<file path="config.mk">
export PLATFORM = sky130hd
export DESIGN_NAME = act_feeder
export DESIGN_NICKNAME = d
export VERILOG_FILES = /design/src/rtl/act_feeder_pkg.sv /design/src/rtl/act_feeder_ram.sv /design/src/rtl/act_feeder.sv
export SDC_FILE = /design/constraint.sdc
export NUM_CORES = 1
export LEC_CHECK = 0
export BUFFER_PORTS_ARGS = -buffer_cell sky130_fd_sc_hd__buf_2
export CELL_PAD_IN_SITES_DETAIL_PLACEMENT = 1
export CELL_PAD_IN_SITES_GLOBAL_PLACEMENT = 2
export CORE_UTILIZATION = 44
export DETAILED_ROUTE_END_ITERATION = 7
export HOLD_SLACK_MARGIN = 0.12
export PLACE_DENSITY = 0.76
export SLEW_MARGIN = 20
export SYNTH_ARGS = -nofsm -noshare
export SYNTH_HDL_FRONTEND = slang
export SYNTH_SLANG_ARGS = --single-unit
</file>
<file path="constraint.sdc">
create_clock -name clk -period 2.1 [get_ports clk]
set_clock_uncertainty 0.1 [all_clocks]
set_input_delay 0.105 -clock clk [delete_from_list [all_inputs] [get_ports clk]]
set_output_delay 0.105 -clock clk [all_outputs]
set_load 0.01 [all_outputs]
</file>
<file path="src/rtl/act_feeder_pkg.sv">
// act_feeder_pkg
//   Shared definitions for the activation feeder: FSM state encoding,
//   default geometry (word width N, frame side n, frame counter width)
//   and a small bank-select helper used by the double-buffered build.
package act_feeder_pkg;

    typedef enum logic [1:0] {
        LOAD      = 2'b00,
        STREAM    = 2'b01,
        WAIT_DONE = 2'b10
    } state_e;

    localparam int unsigned ACT_N_DEFAULT     = 16;
    localparam int unsigned ACT_SIDE_DEFAULT  = 6;
    localparam int unsigned ACT_CNT_W_DEFAULT = 8;

    // Next bank index: toggles with two banks, stays put with one.
    function automatic logic bank_flip(input logic b, input int unsigned nbank);
        return (nbank == 2) ? ~b : b;
    endfunction

endpackage

</file>
<file path="src/rtl/act_feeder_ram.sv">
// act_feeder_ram
//   Simple dual-port frame buffer: one synchronous write port, one
//   synchronous read port with a registered read-data output. The read
//   register only updates when re_i is high, so it holds its last word
//   otherwise, and clears on rst_i. Memory contents are never reset.
// Ports:
//   clk_i            clock
//   rst_i            synchronous active-high reset of the read register
//   we_i/waddr_i/wdata_i   write port
//   re_i/raddr_i     read port (data appears after the next edge)
//   rdata_o          registered read data
module act_feeder_ram
    import act_feeder_pkg::*;
#(
    parameter int unsigned W     = ACT_N_DEFAULT,
    parameter int unsigned DEPTH = ACT_SIDE_DEFAULT * ACT_SIDE_DEFAULT,
    parameter int unsigned AW    = $clog2(DEPTH)
) (
    input  logic          clk_i,
    input  logic          rst_i,
    input  logic          we_i,
    input  logic [AW-1:0] waddr_i,
    input  logic [W-1:0]  wdata_i,
    input  logic          re_i,
    input  logic [AW-1:0] raddr_i,
    output logic [W-1:0]  rdata_o
);

    logic [W-1:0] mem_q [DEPTH];
    logic [W-1:0] rdata_q;

    always_ff @(posedge clk_i) begin
        if (we_i) begin
            mem_q[waddr_i] <= wdata_i;
        end
    end

    always_ff @(posedge clk_i) begin
        if (rst_i) begin
            rdata_q <= '0;
        end else if (re_i) begin
            rdata_q <= mem_q[raddr_i];
        end
    end

    assign rdata_o = rdata_q;

endmodule

</file>
<file path="src/rtl/act_feeder.sv">
// act_feeder
//   Buffers one n*n frame of activation words from an upstream valid/ready
//   source, then streams it to the accelerator as n*n consecutive acc_en
//   cycles, then waits for the accelerator's acc_done pulse.
//   Build option: define ACT_FEEDER_PINGPONG_EN for two frame banks, so the
//   next frame loads while the current one streams / waits.
// Ports:
//   clk, rst (sync, active-high)
//   s_valid, s_data, s_ready   upstream word handshake
//   acc_done                   completion pulse from accelerator
//   acc_en, act_out            stream to accelerator (act_out holds when idle)
//   busy                       high whenever not in LOAD
//   frame_done, frame_count    completion pulse and wrapping frame counter
module act_feeder
    import act_feeder_pkg::*;
#(
    parameter int unsigned N     = ACT_N_DEFAULT,
    parameter int unsigned n     = ACT_SIDE_DEFAULT,
    parameter int unsigned CNT_W = ACT_CNT_W_DEFAULT
) (
    input  logic             clk,
    input  logic             rst,
    input  logic             s_valid,
    input  logic [N-1:0]     s_data,
    output logic             s_ready,
    input  logic             acc_done,
    output logic             acc_en,
    output logic [N-1:0]     act_out,
    output logic             busy,
    output logic             frame_done,
    output logic [CNT_W-1:0] frame_count
);

    localparam int unsigned NN = n * n;
`ifdef ACT_FEEDER_PINGPONG_EN
    localparam int unsigned NBANK = 2;
`else
    localparam int unsigned NBANK = 1;
`endif
    localparam int unsigned AW = $clog2(NBANK * NN);
    localparam int unsigned PW = $clog2(NN);
    localparam int unsigned RW = $clog2(NN + 1);

    state_e           state_q, state_d;
    logic [PW-1:0]    wr_ptr_q, wr_ptr_d;
    logic [RW-1:0]    rd_ptr_q, rd_ptr_d;
    logic             wr_bank_q, wr_bank_d;
    logic             rd_bank_q, rd_bank_d;
    logic [1:0]       bank_full_q, bank_full_d;
    logic             acc_en_q, acc_en_d;
    logic             frame_done_q, frame_done_d;
    logic [CNT_W-1:0] frame_count_q, frame_count_d;

    logic             accept, wr_last, rel_bank, start, rd_en;
    logic [AW-1:0]    waddr, raddr;

    // A bank accepts words only while it is not holding an unconsumed frame.
    assign s_ready = !rst && !bank_full_q[wr_bank_q];
    assign accept  = s_valid && s_ready;
    assign wr_last = accept && (wr_ptr_q == PW'(NN - 1));

    assign waddr = (wr_bank_q ? AW'(NN) : AW'(0)) + AW'(wr_ptr_q);
    assign raddr = (rd_bank_d ? AW'(NN) : AW'(0)) + AW'(rd_ptr_q);

    always_comb begin
        state_d       = state_q;
        wr_ptr_d      = wr_ptr_q;
        rd_ptr_d      = rd_ptr_q;
        wr_bank_d     = wr_bank_q;
        rd_bank_d     = rd_bank_q;
        bank_full_d   = bank_full_q;
        acc_en_d      = 1'b0;
        frame_done_d  = 1'b0;
        frame_count_d = frame_count_q;
        rd_en         = 1'b0;
        start         = 1'b0;
        rel_bank      = (state_q == WAIT_DONE) && acc_done;

        if (accept) begin
            wr_ptr_d = wr_last ? '0 : wr_ptr_q + 1'b1;
        end
        if (wr_last) begin
            wr_bank_d = bank_flip(wr_bank_q, NBANK);
        end

        // Bank occupancy is resolved before the FSM so a frame completing
        // this edge (or a bank freed by acc_done) can start streaming at once.
        if (rel_bank) begin
            bank_full_d[rd_bank_q] = 1'b0;
            rd_bank_d              = bank_flip(rd_bank_q, NBANK);
        end
        if (wr_last) begin
            bank_full_d[wr_bank_q] = 1'b1;
        end

        case (state_q)
            LOAD: begin
                start = bank_full_d[rd_bank_d];
            end
            STREAM: begin
                if (rd_ptr_q == RW'(NN)) begin
                    state_d  = WAIT_DONE;
                    rd_ptr_d = '0;
                end else begin
                    rd_en    = 1'b1;
                    acc_en_d = 1'b1;
                    rd_ptr_d = rd_ptr_q + 1'b1;
                end
            end
            WAIT_DONE: begin
                if (acc_done) begin
                    frame_done_d  = 1'b1;
                    frame_count_d = frame_count_q + 1'b1;
                    state_d       = LOAD;
                    start         = bank_full_d[rd_bank_d];
                end
            end
            default: state_d = LOAD;
        endcase

        // Word 0 is read on the entry edge, so the RAM's registered output
        // lines up with acc_en from the very first stream cycle.
        if (start) begin
            state_d  = STREAM;
            rd_en    = 1'b1;
            acc_en_d = 1'b1;
            rd_ptr_d = RW'(1);
        end
    end

    always_ff @(posedge clk) begin
        if (rst) begin
            state_q       <= LOAD;
            wr_ptr_q      <= '0;
            rd_ptr_q      <= '0;
            wr_bank_q     <= 1'b0;
            rd_bank_q     <= 1'b0;
            bank_full_q   <= '0;
            acc_en_q      <= 1'b0;
            frame_done_q  <= 1'b0;
            frame_count_q <= '0;
        end else begin
            state_q       <= state_d;
            wr_ptr_q      <= wr_ptr_d;
            rd_ptr_q      <= rd_ptr_d;
            wr_bank_q     <= wr_bank_d;
            rd_bank_q     <= rd_bank_d;
            bank_full_q   <= bank_full_d;
            acc_en_q      <= acc_en_d;
            frame_done_q  <= frame_done_d;
            frame_count_q <= frame_count_d;
        end
    end

    act_feeder_ram #(
        .W     (N),
        .DEPTH (NBANK * NN),
        .AW    (AW)
    ) u_ram (
        .clk_i   (clk),
        .rst_i   (rst),
        .we_i    (accept),
        .waddr_i (waddr),
        .wdata_i (s_data),
        .re_i    (rd_en),
        .raddr_i (raddr),
        .rdata_o (act_out)
    );

    assign acc_en      = acc_en_q;
    assign busy        = (state_q != LOAD);
    assign frame_done  = frame_done_q;
    assign frame_count = frame_count_q;

endmodule

</file>
# Word-level counts from Yosys, hierarchy flattened
# Memories as Yosys holds them, arrays and structs flattened. A register that Yosys moved wholly into a read port is not among the register bits.
# Index checks and enable logic that the tools add are counted.
classes:
  add_sub_neg: 3
  mul: 0
  n_div: 0
  n_lt_le_gt_ge: 0
  n_eq_ne: 9
  shift: 0
  mux: 18
  n_bitwise: 2
  reduce_logical: 14
op_table:
  columns: ["op", "n"]
  rows:
  - ["6-bit by 1-bit adder with 6-bit output, second input constant", 2]
  - ["6-bit == test, second input constant", 2]
  - ["1-bit two-way mux", 12]
  - ["6-bit two-way mux", 2]
  - ["8-bit by 1-bit adder with 8-bit output, second input constant", 1]
  - ["2-bit != test, second input constant", 3]
  - ["3-bit != test, second input constant", 2]
  - ["2-bit one-hot mux with 3 select lines", 1]
  - ["3-bit AND reduction", 2]
  - ["1-bit logical AND", 4]
  - ["2-bit two-way mux", 2]
  - ["2-bit nonzero test", 2]
  - ["2-bit OR reduction", 2]
  - ["2-bit by 1-bit == test with 1-bit output, second input constant", 1]
  - ["2-bit == test, second input constant", 1]
  - ["1-bit zero test", 2]
  - ["2-bit zero test", 1]
  - ["1-bit NOT", 2]
  - ["1-bit one-hot mux with 2 select lines", 1]
  - ["2-bit AND reduction", 1]
totals:
  regBits: 26
  latchBits: 0
  mem_bits_rw: 576
  romBits: 0
  input_bits: 20
  wordCells: 56
  memories: 1
memory_table:
  columns: ["name", "depth", "word_bits", "rd", "rd_clocked_by_memory_dff", "write_ports", "line_no", "rtl"]
  rows:
  - ["u_ram.mem_q", 36, 16, 1, 1, 1, "act_feeder_ram.sv:29", "logic [W-1:0] mem_q [DEPTH];"]

# Logic depth before layout (Yosys ltp)
logic_depth:
  ltp_word: 9
  depth_mapped: 12
  depth_no_buf: 6

# Modules after synthesis
# From an unflattened synthesis, not the netlist that was laid out.
hier_totals:
  hier_cells: 1176
  area_unflattened_um2: 24021.8
by_module_without_submodules:
  columns: ["mod", "instances", "cells_each", "area_each_um2", "seq_area_each_um2"]
  rows:
  - ["act_feeder_ram", 1, 1049, 22858.2, 17616.9]
  - ["act_feeder", 1, 127, 1163.6, 500.5]

# Worst setup path before layout
# OpenSTA, ideal clock, no wires.
synth_path:
  kind: "register -> register"
  from: "register rd_ptr_q[0]"
  to: "register u_ram.rdata_q[10], in the netlist u_ram.rdata_o[10] (read register of u_ram.mem_q)"
  setup_ns: 0.089
  t_arrival_ns: 2.145
  t_required_ns: 1.911
  path_slack_ns: -0.233
  path_stages_with_launch: 13
  n_path_buf: 6
  synth_period_minus_slack_ns: 2.333
  path_cell_list: "dfxtp_1 -> buf_2 -> buf_6 -> buf_2 -> buf_2 -> inv_1 -> ha_1 -> nand4_1 -> a22o_1 -> buf_6 -> buf_8 -> nor2_1 -> a311oi_2"
synth_via:
  elab_chain_cells: 4
synth_lines:
  columns: ["item", "line_no", "rtl"]
  rows:
  - ["start: declaration", "act_feeder.sv:46", "logic [RW-1:0] rd_ptr_q, rd_ptr_d;"]
  - ["start signal: assignment", "act_feeder.sv:145", "rd_ptr_q <= rd_ptr_d;"]
  - ["6-bit == test", "act_feeder.sv:101", "if (rd_ptr_q == RW'(NN)) begin"]
  - ["1-bit two-way mux", "act_feeder.sv:101", null]
  - ["1-bit two-way mux", "act_feeder.sv:96", "case (state_q)"]
  - ["1-bit two-way mux", "act_feeder.sv:123", "if (start) begin"]
  - ["end: declaration", "act_feeder_ram.sv:30", "logic [W-1:0] rdata_q;"]
# Several ways; a longest one is shown, not always the timed one.
# A chain may end at the register's enable or synchronous reset.

# Worst setup path after layout
# Same ends and word-level chain as after synthesis.

==> flow_metrics.env <==
export IMPL_gp_routability_congestion=0.8033
export IMPL_synth_flop_cell="edfxtp_1"
export IMPL_antenna_left=0
export IMPL_num_rows=84
export IMPL_fmax_ghz=0.4378
export IMPL_crit_path_start_kind="flip-flop"
export IMPL_ir_worst_vdd_mv=0.7196
export IMPL_netSwitchingFraction=0.1954
export IMPL_grt_pass1_vias=13340
export IMPL_h_tree_depth=3
export IMPL_max_cap_violations=0
export IMPL_crit_slowest_cell="a221o_1"
export IMPL_critPathCaptureType="flip-flop"
export IMPL_synthesis_nets=1215
export IMPL_dr_first_iter_drc_count=1150
export IMPL_wire_per_inst_um=30.20
export IMPL_drive_gt1_frac=0.3836
export IMPL_cts_buffers=66
export IMPL_synth_edff_count=576
export IMPL_synth_ff_latch_count=617
export IMPL_status="finished with violations"
export IMPL_failed_checks="negative setup slack"
export IMPL_finalHoldViolations=0
export IMPL_crit_chain="buf_8 -> buf_12 -> buf_6 -> buf_4 -> mux4_2 -> nand2_1 -> a21o_1 -> a221o_1 -> a311oi_2"
export IMPL_dr_pass1_iters=5
export IMPL_multi_input_area_um2=5668
export IMPL_core_area_um2=52970
export IMPL_insertedDiodeCount=0
export IMPL_share_seq_of_total_power=0.520
export IMPL_fin_nets=1484
export IMPL_n_fill_cell=4632
export IMPL_postLayoutCellArea_um2=29950
export IMPL_worstSkewPairLatency_ps=600
export IMPL_rsz0062_at_grt="yes"
export IMPL_min_period_ps=2284
export IMPL_cp_top_family="compound AO/OA/AOI/OAI gates"
export IMPL_tns_ps=-2356
export IMPL_synth_avg_cell_area_um2=19.93
export IMPL_powerDensity_nw_per_um2=865.3
export IMPL_grt_max_degree=46
export IMPL_yosysSeqAreaShare=0.7631
export IMPL_viasPerCell=5.875
export IMPL_synth_cell_types=46
export IMPL_yosysWarnings=0
export IMPL_root_buffer="clkbuf_16"
export IMPL_p_clk_frac=0.464
export IMPL_tightest_slew_ps=900.0
export IMPL_antenna_found_initial=0
export IMPL_p_sw_mw=5.063
export IMPL_netlist_instances=1191
export IMPL_p_leak_nw=9.636
export IMPL_drv_slew=0
export IMPL_setup_viol=18
export IMPL_dp_hpwl_mm=39.01
export IMPL_p_int_mw=20.85
export IMPL_hold_path_class="in2reg"
export IMPL_syn_to_final_growth_pct=26.13
export IMPL_routed_wl_mm=66.43
export IMPL_portBuffers=47
export IMPL_grt_pass1_wl_mm=94.22
export IMPL_overflow=0
export IMPL_worst_slack_ps=-184.1
export IMPL_drc=0
export IMPL_grt_use_total=0.2456
export IMPL_async_flop_share=0
export IMPL_initial_core_util=0.4482
export IMPL_min_period_over_period=1.088
export IMPL_worstPathMaxFanout=7
export IMPL_dieArea_um2=54890
export IMPL_crit_path_max_incr_delay_ps=400
export IMPL_crit_buf_inv=4
export IMPL_die_h_um=234.3
export IMPL_path_class="reg2reg"
export IMPL_placed_cell_area_um2=26480
export IMPL_register_area_um2=18130
export IMPL_crit_required_ps=2530
export IMPL_io_pins=48
export IMPL_vias=12925
export IMPL_clk_pin_slew_worst_paths_ps=60
export IMPL_synth_area_um2=23740
export IMPL_die_w_um=234.3
export IMPL_cts_sinks=617
export IMPL_cts_path_max_buffers=3
export IMPL_comb_power_share=0.017
export IMPL_cts_tree="built"
export IMPL_max_slew_margin=0.4000
export IMPL_worst_ep_arrival_time_ps=2710
## cell usage after synthesis (all sizes together), types with 4 or more instances
cell / n / area (um^2)
a211oi: 26 / 195.2
xor2: 10 / 87.58
edfxtp: 576 / 17300
a22o: 11 / 96.34
nor2: 75 / 281.5
clkbuf: 37 / 138.9
nand3: 6 / 30.03
a21oi: 16 / 80.08
o221ai: 16 / 140.1
nand4: 5 / 31.28
o22ai: 16 / 100.1
buf: 36 / 242.7
dfxtp: 41 / 820.8
a22oi: 16 / 120.1
a311oi: 16 / 215.2
mux2i: 65 / 650.6
a221o: 6 / 60.06
a21o: 6 / 45.04
mux4: 112 / 2522
nor2b: 8 / 50.05
a211o: 10 / 87.58
ha: 4 / 50.05
nand2: 44 / 165.2
nor3: 5 / 25.02
## cells by family after synthesis
family | after synthesis | synth area share
mux | 177 | 0.1336
simple gates | 162 | 0.03046
xor+xnor | 13 | 0.004796
flops | 617 | 0.7631
compound gates | 142 | 0.04933
fa+ha+maj | 4 | 0.002108
buf+inv | 76 | 0.01655
## flip-flops by register name, indices dropped and copies added, names as in the netlist
signal and cells:
u_ram.mem_q 576, bank_full_q 1, wr_ptr_q 6, u_ram.rdata_o 16, frame_done 1, frame_count 8
state_q 2, acc_en 1, rd_ptr_q 6
## routing by layer
metal	wire length (um)	GRT usage
met5	0	0
met3	3973	0.04852
met1	27800	0.3314
met2	32920	0.4027
met4	1741	0.07681
## path summary, 6_finish.rpt
kind	start	endpoint	slack (ps)	cells past startpoint
setup / recovery	rd_ptr_q[0]$_SDFFE_PP0P_	u_ram.rdata_o[10]$_SDFFE_PP0P_	-180	9
hold / removal	s_valid	wr_ptr_q[0]$_SDFFE_PP0P_	340	5
hold reg to reg	frame_count[1]$_SDFFE_PP0P_	frame_count[1]$_SDFFE_PP0P_	400	2
setup reg to reg	rd_ptr_q[0]$_SDFFE_PP0P_	u_ram.rdata_o[10]$_SDFFE_PP0P_	-180	9
## placed cells by master (no fill, tap or decap), types with 7 or more instances in the layout
master         Yosys  layout
a211o_1           10      10
a211oi_1          26       9
a211oi_2           0      13
a21oi_1           16      16
a22o_1            11      10
a22oi_2            0      11
a311oi_2          12      12
buf_12             0      61
buf_16             0       7
buf_2             17      47
buf_4             10     122
buf_6              5      11
bufinv_16          0       7
clkbuf_1          37      14
clkbuf_16          0      72
clkbuf_8           0       7
clkinv_1           1       8
clkinv_2           0      10
dfxtp_1           41      37
dlygate4sd3_1      0      19
edfxtp_1         576     576
mux2i_1           65      64
mux4_2           112     112
nand2_1           44      36
nand2_2            0       7
nor2_1            75      36
nor2_2             0      33
o221ai_1          16       9
o221ai_2           0       7
o22ai_1           16      14
xor2_1            10      10
## tightest hold or removal path, cell delays in order
cell           delay [ps]
dlygate4sd3_1         520
buf_2                 130
nand2b_2               90
nand2_1                80
a21oi_1                60
## power by group through the flow
stage	sequential, mW	combinational (mW)	clock [mW]
3_3_place_gp	13.7	0.369	0
6_report	13.5	0.434	12.0
2_1_floorplan	13.7	0.0822	0
4_1_cts	13.5	0.426	12.2
5_1_grt	13.5	0.461	12.6
3_5_place_dp	13.7	0.394	0
## cell type report
cell class	count	area share
clock buffer	92	0.06430
clock inverter	28	0.01078
inverter	3	0.0003760
multi-input combinational	498	0.1893
sequential	617	0.6054
tap	688	0.02875
timing repair buffer	274	0.1012
## repair_timing
item	in CTS	in global routing
endpoints found under the hold margin	599	0
pin swaps	34	13
hold buffers	19	0
buffers inserted	19	12
setup endpoints to repair	49	372
cloned	9	1
resized for setup	69	42
## through the flow
stage	power [mW]	cells	utilization	setup WS, ps	hold WS, ps
finish	25.91	2200	0.5653	-184.1	336.2
global route	26.52	2200	0.5653	-260.7	333.5
CTS	26.11	2188	0.5602	-207.0	308.5
detailed placement	14.12	2022	0.4998	-499.7	376.0
global placement	14.09	2022	0.4998	-482.1	368.2
floorplan	13.81	1191	-	-227.0	103.9
No activity file was read; power rests on OpenSTA's default activity.
